`config.mk`:
```
export PLATFORM = sky130hd
export DESIGN_NAME = mem_morpher_write_serializer
export DESIGN_NICKNAME = d
export VERILOG_FILES = /design/src/rtl/mem_morpher_write_serializer.sv
export SDC_FILE = /design/constraint.sdc
export NUM_CORES = 1
export LEC_CHECK = 0
export ABC_CLOCK_PERIOD_IN_PS = 8300
export CORE_MARGIN = 10
export CORE_UTILIZATION = 53
export CTS_CLUSTER_SIZE = 8
export DETAILED_ROUTE_END_ITERATION = 8
export GPL_ROUTABILITY_DRIVEN = 0
export PLACE_DENSITY = 0.92
export SLEW_MARGIN = 25
export SYNTH_ARGS = -nofsm -noshare
export SYNTH_HDL_FRONTEND = slang
export SYNTH_SLANG_ARGS = --single-unit
```
`constraint.sdc`:
```
create_clock -name clock -period 8.3 [get_ports clock]
set_clock_uncertainty 0.15 [all_clocks]
set_input_delay 1.66 -clock clock [delete_from_list [all_inputs] [get_ports clock]]
set_output_delay 1.66 -clock clock [all_outputs]
set_load 0.01 [all_outputs]
```
`src/rtl/mem_morpher_write_serializer.sv`:
```
// Replays one masked 256-bit line write as ascending byte writes to a byte-wide memory port,
// then returns a completion response carrying the number of bytes written.
module mem_morpher_write_serializer #(
  parameter int LINE_BYTES = 32,
  parameter int MEM_AW     = 31
) (
  input  logic                               clock,
  input  logic                               reset,
  input  logic                               req_valid,
  output logic                               req_ready,
  input  logic [63:0]                        req_addr,
  input  logic [8*LINE_BYTES-1:0]            req_data,
  input  logic [LINE_BYTES-1:0]              req_mask,
  output logic                               mem_wvalid,
  input  logic                               mem_wready,
  output logic [MEM_AW-1:0]                  mem_waddr,
  output logic [7:0]                         mem_wdata,
  output logic                               resp_valid,
  input  logic                               resp_ready,
  output logic [$clog2(LINE_BYTES+1)-1:0]    resp_bytes,
  output logic                               busy
);

  localparam int CW = $clog2(LINE_BYTES + 1);
  localparam int IW = $clog2(LINE_BYTES);

  typedef enum logic [1:0] {
    IDLE  = 2'd0,
    WRITE = 2'd1,
    RESP  = 2'd2
  } state_e;

  state_e                    state_q, state_d;
  logic                      en_q;
  logic [MEM_AW-1:0]         addr_q, addr_d;
  logic [8*LINE_BYTES-1:0]   data_q, data_d;
  logic [LINE_BYTES-1:0]     mask_q, mask_d;
  logic [CW-1:0]             bytes_q, bytes_d;
  logic [IW-1:0]             idx;
  logic                      accept;

  logic unused_addr_hi;
  assign unused_addr_hi = ^req_addr[63:MEM_AW];

  function automatic logic [CW-1:0] popcount(input logic [LINE_BYTES-1:0] m);
    logic [CW-1:0] cnt;
    cnt = '0;
    for (int i = 0; i < LINE_BYTES; i++) begin
      cnt = cnt + CW'(m[i]);
    end
    return cnt;
  endfunction

  // Lowest remaining enabled byte: scanning downward leaves the smallest set index last.
  always_comb begin
    idx = '0;
    for (int i = LINE_BYTES - 1; i >= 0; i--) begin
      if (mask_q[i]) begin
        idx = IW'(i);
      end
    end
  end

  // en_q holds off req_ready until the first edge after reset is released.
  assign req_ready  = (state_q == IDLE) && en_q;
  assign accept     = req_valid && req_ready;
  assign mem_wvalid = (state_q == WRITE);
  assign mem_waddr  = addr_q + MEM_AW'(idx);
  assign mem_wdata  = data_q[8*idx +: 8];
  assign resp_valid = (state_q == RESP);
  assign resp_bytes = bytes_q;
  assign busy       = (state_q != IDLE);

  always_comb begin
    state_d = state_q;
    addr_d  = addr_q;
    data_d  = data_q;
    mask_d  = mask_q;
    bytes_d = bytes_q;
    unique case (state_q)
      IDLE: begin
        if (accept) begin
          addr_d  = req_addr[MEM_AW-1:0];
          data_d  = req_data;
          mask_d  = req_mask;
          bytes_d = popcount(req_mask);
          state_d = (req_mask != '0) ? WRITE : RESP;
        end
      end
      WRITE: begin
        if (mem_wready) begin
          mask_d[idx] = 1'b0;
          if (mask_d == '0) begin
            state_d = RESP;
          end
        end
      end
      RESP: begin
        if (resp_ready) begin
          state_d = IDLE;
        end
      end
      default: state_d = IDLE;
    endcase
  end

  always_ff @(posedge clock or negedge reset) begin
    if (!reset) begin
      state_q <= IDLE;
      en_q    <= 1'b0;
      addr_q  <= '0;
      data_q  <= '0;
      mask_q  <= '0;
      bytes_q <= '0;
    end else begin
      state_q <= state_d;
      en_q    <= 1'b1;
      addr_q  <= addr_d;
      data_q  <= data_d;
      mask_q  <= mask_d;
      bytes_q <= bytes_d;
    end
  end

endmodule

```
Word level (Yosys, flattened, before mapping) --
Index checks and enable logic that the tools add are counted.
Cells by class: add/subtract/negate cells 32, $lt $le $gt $ge 2, eq/ne operators 6, shifts and indexed selects 1, muxes and demuxes 43, bitwise logic cells 2, reduce and logical (&&, ||, !) cells 11
Operator list (number):
- indexed part select 256 x 9 -> 8 bit | 1
- two-way mux 5 bit | 32
- adder 6 x 1 -> 6 bit | 26
- two-way mux 32 bit | 2
- one-hot mux 32 bit (2 select lines) | 1
- AND 32 bit | 1
- zero test 32 bit | 1
- NOT 32 bit | 1
- nonzero test 32 bit | 1
- adder 31 x 5 -> 31 bit | 1
- two-way mux 2 bit | 5
- adder 5 x 1 -> 6 bit | 1
- < comparator 5 x 6 -> 1 bit (second input constant) | 1
- != test 2 x 1 -> 1 bit (second input constant) | 3
- one-hot mux 2 bit (3 select lines) | 1
- adder 4 x 1 -> 5 bit | 1
- demux 1 bit (select 5 bit) | 1
- >= comparator 5 x 1 -> 1 bit (second input constant) | 1
- adder 3 x 1 -> 4 bit | 1
- AND reduction 4 bit | 1
- nonzero test 2 bit | 2
- adder 2 x 1 -> 3 bit | 1
- logical AND 1 bit | 3
- AND reduction 3 bit | 1
- 7 further kinds | 7
Word-level totals: register bits after elaboration 328, input port bits 357, output and inout port bits 49

Depth between registers and ports, before layout --
word-level depth 42, depth in mapped cells 18, gate-level depth less buffers 18

Worst setup path before layout --
No wires, ideal clock.
path kind in2reg, from in req_mask[17], to reg bytes_q[4] (netlist: resp_bytes[4]), arrival time 5746 ps, data required time 8067 ps, slack 2321 ps, stages on the path 18, buffers on the path 0, cells stage by stage fa_1 inv_1 fa_1 inv_1 fa_1 inv_1 fa_1 fa_1 fa_1 inv_1 ha_1 inv_1 fa_1 inv_1 a21o_1 a21oi_1 xor2_1 o21ai_0
Between the ends: cells in the longest elaborated chain, start to end 15
RTL lines:
- start: declaration | RTL line 13 | input logic [LINE_BYTES-1:0] req_mask,
- adder 6 x 1 -> 6 bit (15 in a row) | RTL line 49 | cnt = cnt + CW'(m[i]);
- end signal: assignment | RTL line 121 | bytes_q <= bytes_d;
- end: declaration | RTL line 38 | logic [CW-1:0] bytes_q, bytes_d;
Every way passes these cells. A chain may end at the register's enable or synchronous reset.

Worst setup path after layout --
from reg mask_q[15], to out mem_waddr[30]
Between the ends: cells in the longest elaborated chain, start to end 17
RTL lines:
- start: declaration | RTL line 37 | logic [LINE_BYTES-1:0] mask_q, mask_d;
- start signal: assignment | RTL line 120 | mask_q <= mask_d;
- two-way mux 5 bit (16 in a row) | RTL line 58 | if (mask_q[i]) begin
- adder 31 x 5 -> 31 bit | RTL line 68 | assign mem_waddr = addr_q + MEM_AW'(idx);
- end: declaration | RTL line 16 | output logic [MEM_AW-1:0] mem_waddr,
Every way passes these cells.

==> impl_metrics.yaml <==
sta:
  setup-violations-final: 0
  hold_viol: 0
  fin_crit_sh_pct: 90.8
  fmax_mhz: 133
  fin_worst_hold_slack_ns: 0.322
  tns_ns: 0
  slew_headroom_pct: 29.4
  worst-slew-pin-transition_ns: 1.05
  rsz0062_at_grt: "false"
  min_period_ns: 7.54
  worst_slack_ns: 0.762
  slew_violations: 0
outcome:
  violations: "DRC"
  status: "complete, but fails checks"
synth:
  ys_types: 66
  yosys_most_used_dff: "dfrtp_1"
  syn_nets: 2445
  synth_warnings: 0
  yosysSeqAreaShare_pct: 48.3
  synthCells: 2050
  synth_area_um2: 17000
  synth.avg_cell_area_um2: 8.29
  synth-edff-count: 0
  ys_ff_latch: 328
  synthArstFlopShare_pct: 100
run:
  maxCapViolCount: 0
power:
  cellPowerDensity_nw_per_um2: 424
  p_leak_uw: 0.0107
  ir_drop_uv: 312
floorplan:
  die_y_um: 199
  rows: 65
  io_pins: 406
  coreArea_um2: 31600
  start_util_pct: 53.7
  fp.dieW_um: 199
  fp.dieArea_um2: 39600
global_routing:
  grt_pass1_vias: 16900
  grt_use_met3_pct: 8.97
  antenna_found_initial: 5
  grt_pass1_wl_um: 94400
  use_met1_pct: 36.5
  grt_max_degree: 272
  grt-busiest-layer: "met2"
  grt_overflow_total: 0
  use_met2_pct: 50.4
  grtUsageTotal_pct: 30.6
setup_path:
  cp_cell_sequence: "nor4_1 > nand2_1 > o21ai_0 > inv_1 > ha_1 > inv_1 > o21ai_0 > and2_1 > o21ai_0 > nor3_1 > nand2_1 > nor4_1 > xor2_1 > clkdlybuf4s50_1"
  critPathArrivalTime_ns: 5.73
  crit_family: "simple AND/OR/NAND/NOR gates"
  cp-end-kind: "output port"
  startpoint_type: "flop"
  cp_max_fo: 6
  crit_type: "reg -> out"
  crit_buf_inv: 3
  cp.required_ns: 6.49
  critPathMostFrequentCell: "o21ai_0"
  cpPeakStageDelay_ns: 0.91
  slowest_stage: "nor4_1"
layout:
  layout_common_cells: "nand2_1 (913), clkdlybuf4s50_1 (371), dfrtp_1 (328), o21ai_0 (129), mux2i_1 (88)"
  final_core_util_pct: 70.5
  area_growth_pct: 31.1
  final_common_cell: "nand2_1"
  nets: 2773
  drive_gt1_share_pct: 3.91
clock_network:
  cts_tree: "done"
  cts_resized: 0
  cts_root_buf: "clkbuf_16"
  cts_setup_buffers: 0
  cts.sinks: 328
  cts_max_level: 2
  clock_latency_ns: 0.57
  cts_buffer_depth: 3
  clk_pin_slew_worst_paths_ns: 0.05
  cts_hold_buf: 0
  numCtsBuffers: 46
drt:
  first_pass_iters: 9
  wl_per_cell_um: 22.1
  drt_iter0_markers: 1858
  vias: 16500
  drcViolationCount: 127
  wirelength_um: 61500
  via_per_inst: 5.94
  detail-route-antenna-nets: 0
min_path:
  hold_class: "reg -> reg"
place:
  portBuffers: 372
  dp_hpwl_um: 43200
  pre_cts_slack_ns: 1.51
-- cells in the mapped netlist, types with 4 or more instances --
cell type / n / area (um2)
o31ai_1: 6 / 45.0
nand2_1: 914 / 3430
a22oi_1: 61 / 458
ha_1: 13 / 163
dfrtp_1: 328 / 8210
clkbuf_1: 92 / 345
and3_1: 8 / 50.1
xnor2_1: 20 / 175
nor4_1: 17 / 106
a32oi_1: 11 / 96.3
or4_1: 9 / 67.6
a221oi_1: 5 / 43.8
inv_1: 58 / 218
a21oi_1: 44 / 220
nand3_1: 16 / 80.1
mux2i_1: 88 / 881
a21o_1: 8 / 60.1
o31a_1: 5 / 43.8
buf_1: 7 / 26.3
nor2_1: 66 / 248
o21ai_0: 129 / 646
fa_1: 25 / 500
xor2_1: 11 / 96.3
buf_2: 14 / 70.1
nor3_1: 17 / 85.1
nand2b_1: 4 / 25.0
nand4_1: 11 / 68.8
-- sequential cells by signal, summed over array words and instances, names as in the netlist --
register	cells
state_q	2
en_q	1
data_q	256
mask_q	32
resp_bytes	6
addr_q	31
-- kinds of logic (layout without fill, tap and decap cells) --
family | Yosys count | count (layout) | synth area share [%]
compound gates | 307 | 307 | 11.4
xor+xnor | 31 | 31 | 1.60
fa+ha+maj | 38 | 38 | 3.90
buf+inv | 174 | 503 | 3.99
flops | 328 | 328 | 48.3
mux | 88 | 88 | 5.18
other cells | 1 | 7 | 0.0221
simple gates | 1083 | 1083 | 25.6
-- worst paths after layout --
path	startpoint	end	slack (ns)	cells after the start
setup / recovery	mask_q[15]	mem_waddr[30]	0.76	14
hold / removal	data_q[127]	data_q[127]	0.32	2
setup reg to reg	mask_q[9]	state_q[0]	3.78	9
hold reg to reg	data_q[127]	data_q[127]	0.32	2
max in group asynchronous	reset	data_q[26]	5.69	2
min in group asynchronous	reset	data_q[189]	1.04	1
-- report_power, final --
part,switching [uW],internal [uW]
Clock,692,996
Combinational,2930,1870
Sequential,592,2380
Total,4210,5250
-- stage by stage --
step	std cells	power (uW)	area, um2
finish	2787	9460	22300
global route	2783	10000	22300
CTS	2779	9390	22200
detailed placement	2730	7640	21000
global placement	2730	7450	21000
floorplan	2050	5660	17000
-- worst reg2reg max path, delay by kind of cell, from the launching register on --
kind	cells	cell delay (ns)
AO/OA/AOI/OAI	3	1.27
buffers and inverters	1	0.45
flip-flops	1	0.47
AND/OR/NAND/NOR	5	2.02
-- routing by layer --
metal  vias to the layer above  wire (um)
met2                      1052      29700
met1                      7862      22300
met3                       247       6570
met5                         -         20
li1                       7382          -
met4                         2       2890
-- layout make-up --
type                    count  area [um2]
clock buffers              47        1180
diodes                      6        15.0
repair buffers            394        3960
inverters                  60         225
multi-input cells        1548        8150
clock inverters             2        60.1
fillers                  2208        9340
flip-flops and latches    328        8210
well taps                 402         503
Power figures use the tool's default switching activity.
